<file path="config.mk">
export PLATFORM = sky130hd
export DESIGN_NAME = load_unit_ctrl_flat
export DESIGN_NICKNAME = d
export VERILOG_FILES = /design/src/rtl/load_unit_ctrl_if.sv /design/src/rtl/load_unit_ctrl.sv /design/src/flat_wrapper.sv
export SDC_FILE = /design/constraint.sdc
export NUM_CORES = 1
export LEC_CHECK = 0
export ABC_AREA = 1
export ABC_CLOCK_PERIOD_IN_PS = 3900
export CORE_ASPECT_RATIO = 0.7
export CORE_MARGIN = 1.5
export CORE_UTILIZATION = 48
export CTS_BUF_LIST = sky130_fd_sc_hd__clkbuf_8 sky130_fd_sc_hd__clkbuf_16
export DETAILED_ROUTE_END_ITERATION = 7
export PLACE_DENSITY = 0.91
export SYNTH_ARGS = -nofsm -noshare
export SYNTH_HDL_FRONTEND = slang
export SYNTH_SLANG_ARGS = --single-unit
</file>
<file path="constraint.sdc">
create_clock -name clk -period 3.9 [get_ports clk]
set_input_delay 0.78 -clock clk [delete_from_list [all_inputs] [get_ports clk]]
set_output_delay 0.78 -clock clk [all_outputs]
set_load 0.01 [all_outputs]
</file>
<file path="src/rtl/load_unit_ctrl_if.sv">
// Core-side load handshake and cache read port bundle for load_unit_ctrl.
// slave is the controller's view; master is the core/cache environment.
interface load_unit_ctrl_if #(
    parameter int ADDR_WIDTH = 64,
    parameter int DATA_WIDTH = 64
);
    logic                  i_ld_valid;
    logic                  o_ld_ready;
    logic [ADDR_WIDTH-1:0] i_ld_addr;
    logic [2:0]            i_ld_func_3;
    logic                  i_flush;
    logic                  o_mem_req_valid;
    logic                  i_mem_req_ready;
    logic [ADDR_WIDTH-1:0] o_mem_addr;
    logic                  i_mem_rsp_valid;
    logic [DATA_WIDTH-1:0] i_mem_rsp_data;
    logic                  i_mem_rsp_err;
    logic                  o_rsp_valid;
    logic [DATA_WIDTH-1:0] o_rsp_data;
    logic                  o_load_addr_ma;
    logic                  o_access_fault;
    logic                  o_illegal_instr;

    modport slave (
        input  i_ld_valid, i_ld_addr, i_ld_func_3, i_flush,
        input  i_mem_req_ready, i_mem_rsp_valid,
        input  i_mem_rsp_data, i_mem_rsp_err,
        output o_ld_ready, o_mem_req_valid, o_mem_addr,
        output o_rsp_valid, o_rsp_data,
        output o_load_addr_ma, o_access_fault, o_illegal_instr
    );

    modport master (
        output i_ld_valid, i_ld_addr, i_ld_func_3, i_flush,
        output i_mem_req_ready, i_mem_rsp_valid,
        output i_mem_rsp_data, i_mem_rsp_err,
        input  o_ld_ready, o_mem_req_valid, o_mem_addr,
        input  o_rsp_valid, o_rsp_data,
        input  o_load_addr_ma, o_access_fault, o_illegal_instr
    );
endinterface

</file>
<file path="src/rtl/load_unit_ctrl.sv">
// Load sequencer between memory stage and data cache, one load in flight.
// LOAD_MISALIGNED_SPLIT_EN: service misaligned loads, splitting dword crossers.
module load_unit_ctrl #(
    parameter int ADDR_WIDTH = 64,
    parameter int DATA_WIDTH = 64
) (
    input  logic            clk,
    input  logic            i_rst,
    load_unit_ctrl_if.slave bus
);

`ifdef LOAD_MISALIGNED_SPLIT_EN
    typedef enum logic [2:0] {
        S_IDLE, S_REQ, S_WAIT, S_DRAIN, S_DONE, S_REQ2, S_WAIT2
    } state_t;
`else
    typedef enum logic [2:0] {
        S_IDLE, S_REQ, S_WAIT, S_DRAIN, S_DONE
    } state_t;
`endif

    state_t                state_q;
    logic                  ready_q;
    logic                  req_valid_q;
    logic [ADDR_WIDTH-1:0] mem_addr_q;
    logic [2:0]            off_q;
    logic [2:0]            func3_q;
    logic                  rsp_valid_q;
    logic [DATA_WIDTH-1:0] rsp_data_q;
    logic                  ma_q;
    logic                  fault_q;
    logic                  ill_q;

    logic [2:0]            in_off;
    logic                  ill_d;
    logic [DATA_WIDTH-1:0] shr_d;
    logic [DATA_WIDTH-1:0] ext_d;

    assign in_off = bus.i_ld_addr[2:0];
    assign ill_d  = (bus.i_ld_func_3 == 3'b111);

`ifdef LOAD_MISALIGNED_SPLIT_EN
    logic                    cross_q;
    logic [DATA_WIDTH-1:0]   lo_q;
    logic [3:0]              size_d;
    logic                    cross_d;
    logic [2*DATA_WIDTH-1:0] cat_d;

    assign size_d  = 4'd1 << bus.i_ld_func_3[1:0];
    assign cross_d = ({1'b0, in_off} + size_d) > 4'd8;

    // second beat supplies the upper dword of the shift window
    always_comb begin
        cat_d = {{DATA_WIDTH{1'b0}}, bus.i_mem_rsp_data};
        if (state_q == S_WAIT2) begin
            cat_d = {bus.i_mem_rsp_data, lo_q};
        end
        shr_d = DATA_WIDTH'(cat_d >> {off_q, 3'b000});
    end
`else
    logic mis_d;

    always_comb begin
        mis_d = 1'b0;
        unique case (bus.i_ld_func_3[1:0])
            2'b01:   mis_d = in_off[0];
            2'b10:   mis_d = |in_off[1:0];
            2'b11:   mis_d = |in_off;
            default: mis_d = 1'b0;
        endcase
    end

    always_comb begin
        shr_d = bus.i_mem_rsp_data >> {off_q, 3'b000};
    end
`endif

    always_comb begin
        ext_d = '0;
        unique case (func3_q)
            3'b000:  ext_d = {{56{shr_d[7]}}, shr_d[7:0]};
            3'b001:  ext_d = {{48{shr_d[15]}}, shr_d[15:0]};
            3'b010:  ext_d = {{32{shr_d[31]}}, shr_d[31:0]};
            3'b011:  ext_d = shr_d;
            3'b100:  ext_d = {56'd0, shr_d[7:0]};
            3'b101:  ext_d = {48'd0, shr_d[15:0]};
            3'b110:  ext_d = {32'd0, shr_d[31:0]};
            default: ext_d = '0;
        endcase
    end

    always_ff @(posedge clk) begin
        if (i_rst) begin
            state_q     <= S_IDLE;
            ready_q     <= 1'b1;
            req_valid_q <= 1'b0;
            mem_addr_q  <= '0;
            off_q       <= '0;
            func3_q     <= '0;
            rsp_valid_q <= 1'b0;
            rsp_data_q  <= '0;
            ma_q        <= 1'b0;
            fault_q     <= 1'b0;
            ill_q       <= 1'b0;
`ifdef LOAD_MISALIGNED_SPLIT_EN
            cross_q     <= 1'b0;
            lo_q        <= '0;
`endif
        end else begin
            unique case (state_q)
                S_IDLE: begin
                    if (bus.i_ld_valid && !bus.i_flush) begin
                        off_q      <= in_off;
                        func3_q    <= bus.i_ld_func_3;
                        mem_addr_q <= {bus.i_ld_addr[ADDR_WIDTH-1:3], 3'b000};
                        ready_q    <= 1'b0;
`ifdef LOAD_MISALIGNED_SPLIT_EN
                        cross_q    <= cross_d;
`endif
                        if (ill_d) begin
                            state_q     <= S_DONE;
                            rsp_valid_q <= 1'b1;
                            ill_q       <= 1'b1;
                        end
`ifndef LOAD_MISALIGNED_SPLIT_EN
                        else if (mis_d) begin
                            state_q     <= S_DONE;
                            rsp_valid_q <= 1'b1;
                            ma_q        <= 1'b1;
                        end
`endif
                        else begin
                            state_q     <= S_REQ;
                            req_valid_q <= 1'b1;
                        end
                    end
                end
                S_REQ: begin
                    // a flush racing the handshake still owes us a response
                    if (bus.i_mem_req_ready) begin
                        req_valid_q <= 1'b0;
                        state_q     <= bus.i_flush ? S_DRAIN : S_WAIT;
                    end else if (bus.i_flush) begin
                        req_valid_q <= 1'b0;
                        ready_q     <= 1'b1;
                        state_q     <= S_IDLE;
                    end
                end
                S_WAIT: begin
                    if (bus.i_mem_rsp_valid) begin
                        if (bus.i_flush) begin
                            ready_q <= 1'b1;
                            state_q <= S_IDLE;
                        end else if (bus.i_mem_rsp_err) begin
                            state_q     <= S_DONE;
                            rsp_valid_q <= 1'b1;
                            fault_q     <= 1'b1;
                            rsp_data_q  <= '0;
                        end
`ifdef LOAD_MISALIGNED_SPLIT_EN
                        else if (cross_q) begin
                            lo_q        <= bus.i_mem_rsp_data;
                            mem_addr_q  <= mem_addr_q + ADDR_WIDTH'(8);
                            req_valid_q <= 1'b1;
                            state_q     <= S_REQ2;
                        end
`endif
                        else begin
                            state_q     <= S_DONE;
                            rsp_valid_q <= 1'b1;
                            rsp_data_q  <= ext_d;
                        end
                    end else if (bus.i_flush) begin
                        state_q <= S_DRAIN;
                    end
                end
`ifdef LOAD_MISALIGNED_SPLIT_EN
                S_REQ2: begin
                    if (bus.i_mem_req_ready) begin
                        req_valid_q <= 1'b0;
                        state_q     <= bus.i_flush ? S_DRAIN : S_WAIT2;
                    end else if (bus.i_flush) begin
                        req_valid_q <= 1'b0;
                        ready_q     <= 1'b1;
                        state_q     <= S_IDLE;
                    end
                end
                S_WAIT2: begin
                    if (bus.i_mem_rsp_valid) begin
                        if (bus.i_flush) begin
                            ready_q <= 1'b1;
                            state_q <= S_IDLE;
                        end else if (bus.i_mem_rsp_err) begin
                            state_q     <= S_DONE;
                            rsp_valid_q <= 1'b1;
                            fault_q     <= 1'b1;
                            rsp_data_q  <= '0;
                        end else begin
                            state_q     <= S_DONE;
                            rsp_valid_q <= 1'b1;
                            rsp_data_q  <= ext_d;
                        end
                    end else if (bus.i_flush) begin
                        state_q <= S_DRAIN;
                    end
                end
`endif
                S_DRAIN: begin
                    if (bus.i_mem_rsp_valid) begin
                        ready_q <= 1'b1;
                        state_q <= S_IDLE;
                    end
                end
                S_DONE: begin
                    rsp_valid_q <= 1'b0;
                    rsp_data_q  <= '0;
                    ma_q        <= 1'b0;
                    fault_q     <= 1'b0;
                    ill_q       <= 1'b0;
                    ready_q     <= 1'b1;
                    state_q     <= S_IDLE;
                end
                default: begin
                    ready_q <= 1'b1;
                    state_q <= S_IDLE;
                end
            endcase
        end
    end

    // flush during the result cycle cancels the pulse
    assign bus.o_rsp_valid     = rsp_valid_q & ~bus.i_flush;
    assign bus.o_ld_ready      = ready_q;
    assign bus.o_mem_req_valid = req_valid_q;
    assign bus.o_mem_addr      = mem_addr_q;
    assign bus.o_rsp_data      = rsp_data_q;
    assign bus.o_load_addr_ma  = ma_q;
    assign bus.o_access_fault  = fault_q;
    assign bus.o_illegal_instr = ill_q;

endmodule

</file>
<file path="src/flat_wrapper.sv">
// flat-port wrapper written by rule: the top's interface ports become plain ports
module load_unit_ctrl_flat 
#(
    parameter int ADDR_WIDTH = 64,
    parameter int DATA_WIDTH = 64
)
  (clk, i_rst, bus_i_ld_valid, bus_i_ld_addr, bus_i_ld_func_3, bus_i_flush, bus_i_mem_req_ready, bus_i_mem_rsp_valid, bus_i_mem_rsp_data, bus_i_mem_rsp_err, bus_o_ld_ready, bus_o_mem_req_valid, bus_o_mem_addr, bus_o_rsp_valid, bus_o_rsp_data, bus_o_load_addr_ma, bus_o_access_fault, bus_o_illegal_instr);
  load_unit_ctrl_if #(.ADDR_WIDTH(ADDR_WIDTH), .DATA_WIDTH(DATA_WIDTH)) bus_i ();
  input  logic clk;
  input  logic i_rst;
  input wire logic [$bits(bus_i.i_ld_valid)-1:0] bus_i_ld_valid;
  input wire logic [$bits(bus_i.i_ld_addr)-1:0] bus_i_ld_addr;
  input wire logic [$bits(bus_i.i_ld_func_3)-1:0] bus_i_ld_func_3;
  input wire logic [$bits(bus_i.i_flush)-1:0] bus_i_flush;
  input wire logic [$bits(bus_i.i_mem_req_ready)-1:0] bus_i_mem_req_ready;
  input wire logic [$bits(bus_i.i_mem_rsp_valid)-1:0] bus_i_mem_rsp_valid;
  input wire logic [$bits(bus_i.i_mem_rsp_data)-1:0] bus_i_mem_rsp_data;
  input wire logic [$bits(bus_i.i_mem_rsp_err)-1:0] bus_i_mem_rsp_err;
  output wire logic [$bits(bus_i.o_ld_ready)-1:0] bus_o_ld_ready;
  output wire logic [$bits(bus_i.o_mem_req_valid)-1:0] bus_o_mem_req_valid;
  output wire logic [$bits(bus_i.o_mem_addr)-1:0] bus_o_mem_addr;
  output wire logic [$bits(bus_i.o_rsp_valid)-1:0] bus_o_rsp_valid;
  output wire logic [$bits(bus_i.o_rsp_data)-1:0] bus_o_rsp_data;
  output wire logic [$bits(bus_i.o_load_addr_ma)-1:0] bus_o_load_addr_ma;
  output wire logic [$bits(bus_i.o_access_fault)-1:0] bus_o_access_fault;
  output wire logic [$bits(bus_i.o_illegal_instr)-1:0] bus_o_illegal_instr;
  assign bus_i.i_ld_valid = bus_i_ld_valid;
  assign bus_i.i_ld_addr = bus_i_ld_addr;
  assign bus_i.i_ld_func_3 = bus_i_ld_func_3;
  assign bus_i.i_flush = bus_i_flush;
  assign bus_i.i_mem_req_ready = bus_i_mem_req_ready;
  assign bus_i.i_mem_rsp_valid = bus_i_mem_rsp_valid;
  assign bus_i.i_mem_rsp_data = bus_i_mem_rsp_data;
  assign bus_i.i_mem_rsp_err = bus_i_mem_rsp_err;
  assign bus_o_ld_ready = bus_i.o_ld_ready;
  assign bus_o_mem_req_valid = bus_i.o_mem_req_valid;
  assign bus_o_mem_addr = bus_i.o_mem_addr;
  assign bus_o_rsp_valid = bus_i.o_rsp_valid;
  assign bus_o_rsp_data = bus_i.o_rsp_data;
  assign bus_o_load_addr_ma = bus_i.o_load_addr_ma;
  assign bus_o_access_fault = bus_i.o_access_fault;
  assign bus_o_illegal_instr = bus_i.o_illegal_instr;
  load_unit_ctrl #(.ADDR_WIDTH(ADDR_WIDTH), .DATA_WIDTH(DATA_WIDTH)) u_core (.clk(clk), .i_rst(i_rst), .bus(bus_i));
endmodule
</file>
# Word-level counts from Yosys, hierarchy flattened
# Index checks and enable logic that the tools add are counted.
dict set report classes {
  shift 1
  eq_ne 27
  n_bitwise 2
  muxes 45
  n_reduce_logical 19
}
# operator count
set ops {}
lappend ops {{one-hot mux 64 bit (7 select lines)} 1}
lappend ops {{two-way mux 64 bit} 3}
lappend ops {{one-hot mux 64 bit (2 select lines)} 1}
lappend ops {{>> shifter 64 x 6 -> 64 bit} 1}
lappend ops {{two-way mux 3 bit} 9}
lappend ops {{two-way mux 1 bit} 23}
lappend ops {{AND reduction 4 bit} 4}
lappend ops {{equality test 3 bit, second input constant} 5}
lappend ops {{inequality test 2 bit, second input constant} 7}
lappend ops {{equality test 3 x 2 -> 1 bit, second input constant} 4}
lappend ops {{one-hot mux 3 bit (4 select lines)} 1}
lappend ops {{AND reduction 5 bit} 2}
lappend ops {{one-hot mux 1 bit (2 select lines)} 4}
lappend ops {{equality test 3 x 1 -> 1 bit, second input constant} 2}
lappend ops {{logical NOT 3 bit} 2}
lappend ops {{inequality test 2 x 1 -> 1 bit, second input constant} 3}
lappend ops {{inequality test 3 bit, second input constant} 2}
lappend ops {{one-hot mux 1 bit (3 select lines)} 2}
lappend ops {{AND reduction 3 bit} 2}
lappend ops {{nonzero test 2 bit} 3}
lappend ops {{equality test 2 bit, second input constant} 2}
lappend ops {{one-hot mux 1 bit (4 select lines)} 1}
lappend ops {{inequality test 3 x 1 -> 1 bit, second input constant} 1}
lappend ops {{nonzero test 3 bit} 1}
lappend ops {{other kinds (8)} 8}
dict set report word_totals {
  ff_bits 140
  input_bits 138
  out_inout_bits 134
  word_cells 105
}

# Longest topological paths before layout
dict set report depth {
  depth_word 6
  mapped_depth 13
  ltp_nobuf 11
}

# Worst setup path before layout
# Ideal clock, no wire load.
dict set report synth_path {
  path_type {in2reg}
  start {in bus_i_flush}
  end {reg u_core.rsp_data_q[0] (netlist: u_core.bus.o_rsp_data[0])}
  path_buffers 1
  arrival_ps 1820
  setup_slack_ps 2010
  required_ps 3829
  stages 8
  setup_ps 71
  path_cell_list {inv_1 > nand2_1 > nor2_4 > nor2_2 > nor3_4 > buf_6 > nand3_1 > a21oi_1}
}
dict set report synth_via {
  elab_chain_cells 2
}
# item line
set synth_rtl {}
lappend synth_rtl {{start: declaration} flat_wrapper.sv:14} ;# input wire logic [$bits(bus_i.i_flush)-1:0] bus_i_flush;
lappend synth_rtl {{inequality test 2 bit (no source line)} n/a}
lappend synth_rtl {{AND reduction 3 bit (no source line)} n/a}
lappend synth_rtl {{end signal: assignment} load_unit_ctrl.sv:171} ;# rsp_data_q <= ext_d;
lappend synth_rtl {{end: declaration} load_unit_ctrl.sv:29} ;# logic [DATA_WIDTH-1:0] rsp_data_q;
# No other way between the ends.
# A chain may end at the register's enable or synchronous reset.

# Final worst setup path
dict set report layout_path {
  start {in bus_i_flush}
  end {out bus_o_rsp_valid}
}
dict set report layout_via {
  elab_chain_cells 2
}
# item line
set layout_rtl {}
lappend layout_rtl {{inverter 1 bit} load_unit_ctrl.sv:232} ;# assign bus.o_rsp_valid = rsp_valid_q & ~bus.i_flush;
lappend layout_rtl {{AND 1 bit} load_unit_ctrl.sv:232}
lappend layout_rtl {{end: declaration} flat_wrapper.sv:22} ;# output wire logic [$bits(bus_i.o_rsp_valid)-1:0] bus_o_rsp_valid;
# No other way between the ends.

==> flow_summary.ini <==
[outcome]
outcome = complete, no violations

[grt]
grtUsageMet1 = 0.474
met3_usage = 0.0858
antenna_found_initial = 1
use_met2 = 0.491
grt_util_all_layers = 0.328
top_usage_layer = met2
grt_pass1_vias = 7687
grt_pass1_wl_um = 41100
overflow = 0
grt_max_degree = 73

[die]
ioPinCount = 272
fp.dieH_um = 106
dieArea_um2 = 16000
initial_utilization = 0.494
rows = 37
coreArea_um2 = 14800
die_w_um = 150

[cts]
cts_tree = built
post-cts-setup-buffers = 0
cts.sinks = 140
clk_path_buf_depth = 2
cts_resized = 0
cts_buffers = 17
cts-root-buf = clkbuf_16
h-tree-depth = 4
path_clk_slew_ns = 0.06
ctsHoldBuffers = 0
insertion_delay_ns = 0.42

[synth]
synth_area_um2 = 7290
yosysWarnings = 0
yosysTopAreaCellShare = 0.384
netlist_top_cells_count = 308 x nand2_1, 161 x nor2_1, 140 x dfxtp_1
yosysSeqAreaShare = 0.384
synth_edf_count = 0
avgSynthCellArea_um2 = 6.46
synth_area_leaders = dfxtp_1 38%, nand2_1 16%, o21ai_0 8.8%, nor2_1 8.3%, a21oi_1 6.2%
synth-seq-cells = 140
yosysMostFrequentCell = nand2_1
synthCells = 1128
ys_types = 34
netlist.top_cell.by_area = dfxtp_1
async_flop_share = 0
synth_flop_cell = dfxtp_1

[power_and_ir_drop]
power_density_nw_per_um2 = 435
peakVddDrop_mv = 0.333
leakage_nw = 4.07

[place]
place_hpwl_um = 18900
place_congestion = 0.979
portBuffers = 268
dp.cells = 1518

[finish]
areaGrowthSynthToFinish_pct = 44.0
drive_above_1_share = 0.0554
ff_latch_area_um2 = 2800
diodes = 0
num-fill-cells = 1222
nets = 1480
final_cells = 1550
multi_input_area_um2 = 3910

[detailed_routing]
routed_wl_um = 26200
drt_iter0_drc = 1093
wl_per_cell_um = 16.9
final_antenna_net_count = 0
drc = 0
num_vias = 8654
drt_first_pass_iters = 7
via_per_inst = 5.58

[sta]
fin_crit_ns = 2.72
finClkSkew_ns = 0.0115
min_period_over_period = 0.698
fin_setup_tns_ns = 0
tightest_slew_ns = 0.954
setup_viol = 0
relSlewSlack = 0.356
fmax_ghz = 0.368
slew_violations = 0
rsz0062_at_grt = false
hold_viol_final = 0

[worst_setup_path]
setup.worst_path.start_class = primary input
cp_max_fo = 5
path_class = in -> out
arrival_ns = 1.94
cp.required_ns = 3.12
cp-end-kind = output pin

[min_path]
hp-class = reg -> reg

[run]
cap_viol_max_count = 0
## stage by stage
stage | utilization | cell area [um2] | hold WS, ns | setup slack (ns) | power [W]
2_1_floorplan | - | 7300 | 0.462 | 2.01 | 0.00241
3_3_place_gp | 0.672 | 9930 | 0.451 | 0.898 | 0.00294
3_5_place_dp | 0.672 | 9930 | 0.456 | 0.887 | 0.00297
4_1_cts | 0.711 | 10500 | 0.465 | 1.18 | 0.00454
5_1_grt | 0.711 | 10500 | 0.482 | 1.05 | 0.00477
6_report | 0.711 | 10500 | 0.463 | 1.18 | 0.00457
## cell families after synthesis
kind of cell | after synthesis | share of synthesized area
multiplexers | 1 | 0.00137
buffers and inverters | 131 | 0.0822
AND/OR/NAND/NOR | 595 | 0.341
AO/OA/AOI/OAI | 260 | 0.191
other | 1 | 0.000514
flip-flops | 140 | 0.384
## worst max-delay path: stages
cell	delay, ns
clkdlybuf4s50_1	0.49
nor2_1	0.13
clkdlybuf4s50_1	0.53
## registers in the layout (all words and copies together) (netlist names)
register / count
u_core.bus.o_mem_addr: 61
u_core.func3_q: 3
u_core.bus.o_ld_ready: 1
u_core.bus.o_rsp_data: 64
u_core.bus.o_load_addr_ma: 1
u_core.off_q: 3
u_core.rsp_valid_q: 1
u_core.state_q: 3
u_core.bus.o_illegal_instr: 1
u_core.bus.o_mem_req_valid: 1
u_core.bus.o_access_fault: 1
## layer usage
| metal | wire [um] | vias to the layer above |
|---|---|---|
| met2 | 11400 | 528 |
| met1 | 11200 | 3910 |
| met3 | 3250 | 44 |
| met4 | 318 | 2 |
| met5 | 13 | - |
| li1 | - | 4170 |
## placed cells by master, fill, tap and decap left out, types with 3 or more instances in the layout
| cell type | instances |
|---|---|
| nand2_1 | 307 |
| o311ai_0 | 3 |
| a21oi_1 | 90 |
| clkdlybuf4s50_1 | 267 |
| nand3_1 | 66 |
| o21ai_1 | 6 |
| o211ai_1 | 30 |
| inv_6 | 5 |
| nor3_1 | 4 |
| dfxtp_1 | 139 |
| inv_8 | 4 |
| nor2_1 | 161 |
| buf_4 | 17 |
| conb_1 | 3 |
| or2_2 | 8 |
| clkbuf_16 | 17 |
| nand4_1 | 36 |
| o21ai_0 | 128 |
| inv_1 | 31 |
| inv_2 | 6 |
## worst paths after layout
kind	start	endpoint	slack, ns	cells past startpoint
worst max-delay path	bus_i_flush	bus_o_rsp_valid	1.18	3
worst min-delay path	u_core.bus.o_rsp_data[13]	u_core.bus.o_rsp_data[13]	0.46	2
worst max register to register	u_core.off_q[0]	u_core.bus.o_rsp_data[35]	1.48	9
worst min register to register	u_core.bus.o_rsp_data[13]	u_core.bus.o_rsp_data[13]	0.46	2
## power breakdown
part | internal (W) | switching, W | leakage [nW] | total [W]
Sequential | 0.00155 | 0.0000786 | 1.14 | 0.00163
Combinational | 0.000564 | 0.000782 | 2.65 | 0.00135
Clock | 0.000878 | 0.000720 | 0.279 | 0.00160
Total | 0.00299 | 0.00158 | 4.07 | 0.00457
## area by class of cell
cell class	count	share of cell area
clock buffers	19	0.0431
multi-input cells	859	0.372
flip-flops and latches	140	0.267
inverters	38	0.0136
clock inverters	13	0.0116
well taps	195	0.0232
repair buffers	286	0.269
(Power assumes the default switching activity.)
==> edit (same flow settings) <==
Reset style: asynchronous (`i_rst`), changed in one clocked block.
--- a/src/rtl/load_unit_ctrl.sv
+++ b/src/rtl/load_unit_ctrl.sv
@@ -89,7 +89,7 @@
         endcase
     end
 
-    always_ff @(posedge clk) begin
+    always_ff @(posedge clk or posedge i_rst) begin
         if (i_rst) begin
             state_q     <= S_IDLE;
             ready_q     <= 1'b1;
Function: differs if i_rst is asserted again (counterexample within 4 cycles, from zero or initial values and one cycle with i_rst high); with i_rst held inactive, the same outputs for 4 cycles.
==> edit against the unedited design <==
  * Largest cell class unchanged
  * Final area rose by 4.8%
  * Synthesized area grew 5.8%
  * Highest routed layer is now met4
  * Setup slack got worse by 0.15 ns
  * Critical endpoint unchanged
  * Synthesized cell count decreased by 13%
  * Wire length down 6.7%
  * Sequential cell count unchanged
  * Critical path type unchanged
Power is not compared: it rests on default switching activity, and its combinational part moved more than twofold at a synthesized area within 25%.
==> edit: results (changes against the unedited design) <==
Post-Synth Adder-Cell Area - 0% (unchanged)
DP Area - 10500 sq um (+5.3%)
Max FO, Critical Path - 8 (+3)
R2r endpoint - u_core.bus.o_rsp_data[26]$_DFFE_PP0P_
Compound-cell area share of the yosys netlist - 10.1% (-9.0 points)
DP Worst Slack - 0.889 ns (+0.00192 ns)
Synth cell types - 32 (-5.9%)
DPL Wire Length - 18100 microns (-4.1%)
Top cells by count, synth - nand2_1, dfrtp_1, o21ai_0
Seq power - 2.22 mW
Register-to-Register Path Depth - 9 (unchanged)
CTS Buf Count - 17 (unchanged)
Largest net degree at the start of global routing - 86 (+18%)
Top sig layer - met4
Min Hold Slack - 0.479 ns (+0.0159 ns)
Max VDD drop - 570 uV
Setup bufs post-CTS - 0 (unchanged)
R2R Setup Slk - 1.07 ns (-0.41 ns)
H-tree levels - 4 (unchanged)
Origin of the worst min-delay path - u_core.bus.o_rsp_data[56]$_DFFE_PP0P_
Number of global-route vias before repair - 7222 (-6.0%)
Main area contributors after synthesis - dfrtp_1, nand2_1, mux2_2, o21ai_0, nand3_1
DR WL met3 - 2490 microns (-24%)
Layout Cells excl Fill - 1432 (-7.6%)
Clock group - 1.54 mW
Max incr delay on CP - 0.58 ns (+0.05 ns)
Clock slew at reported path FFs - 0.06 ns (about the same)
Routed metal-1 wire length - 10200 microns (-9.0%)
Reg area - 3510 sq um (+25%)
Primary FF master, synth - dfrtp_1
Drt initial violations - 1012 (-7.4%)
Async SR Flop Fraction - 100% (+100 points)
RePlAce Congestion - 0.962 (-1.7%)
GRT met2 Usage - 46.3% (-2.8 points)
Routed length per instance - 17.1 microns (+0.98%)
WS Path Type - input pin to primary output
Fraction of synthesized area in multiplexers - 9.05% (+8.9 points)
Post-DR vias/cell - 5.48 (-1.8%)
Crit path DAT - 2.09 ns (+0.15 ns)
Final period utilization - 73.6% (+3.8 points)
Tightest Pin Transition - 1.08 ns (+0.128 ns)
Initial DRT Pass Iterations - 6 (-1)
Register area share after synthesis - 45.4% (+7.0 points)
Met3 usage - 7.75% (-0.83 points)
Initial antenna violation count - 0 (-1)
Mapped Cells - 986 (-13%)
Fill count - 1228 (+0.49%)
First-pass GRT wire length - 38100 microns (-7.2%)
Total number of yosys warnings - 0 (unchanged)
Met1 Usage GRT - 40.1% (-7.3 points)
CP endpoint - bus_o_rsp_valid
Reg-to-Reg Start - u_core.off_q[2]$_DFFE_PP0P_
WHS Endpoint - u_core.bus.o_rsp_data[56]$_DFFE_PP0P_
Total GRT Usage - 29.1% (-3.7 points)
Worst-Skew Late Latency - 0.41 ns
Status - finished clean
WL met2 - 11300 microns (-0.29%)
Layout cells sized above 1 - 9.98% (+4.4 points)
Final Skew - 0.0138 ns (+0.00230 ns)
ANT cells - 0 (unchanged)
edit: changes by cell type after synthesis, moves of 17 or more:
| cell | before | now |
|---|---|---|
| a21oi_1 | 90 | 26 |
| clkbuf_1 | 47 | 18 |
| dfrtp_1 | 0 | 139 |
| dfxtp_1 | 140 | 0 |
| mux2_2 | 0 | 62 |
| nand2_1 | 308 | 379 |
| nand3_1 | 66 | 49 |
| nor2_1 | 161 | 48 |
| o21ai_0 | 128 | 78 |
edit: kinds of logic (layout without fill, tap and decap cells):
| group | Yosys count | count (layout) |
|---|---|---|
| and+or+nand+nor | 527 | 527 |
| buffers and inverters | 117 | 361 |
| muxes | 62 | 62 |
| AOI/OAI and AO/OA | 139 | 139 |
| other | 1 | 3 |
| DFF | 140 | 140 |
edit: layout make-up:
class | instances | area share [%]
Multi-Input combinational cell | 731 | 33.4
Clock inverter | 15 | 1.17
Timing Repair Buffer | 282 | 25.8
Clock buffer | 17 | 3.86
Tap cell | 200 | 2.27
Inverter | 47 | 1.64
Sequential cell | 140 | 31.8
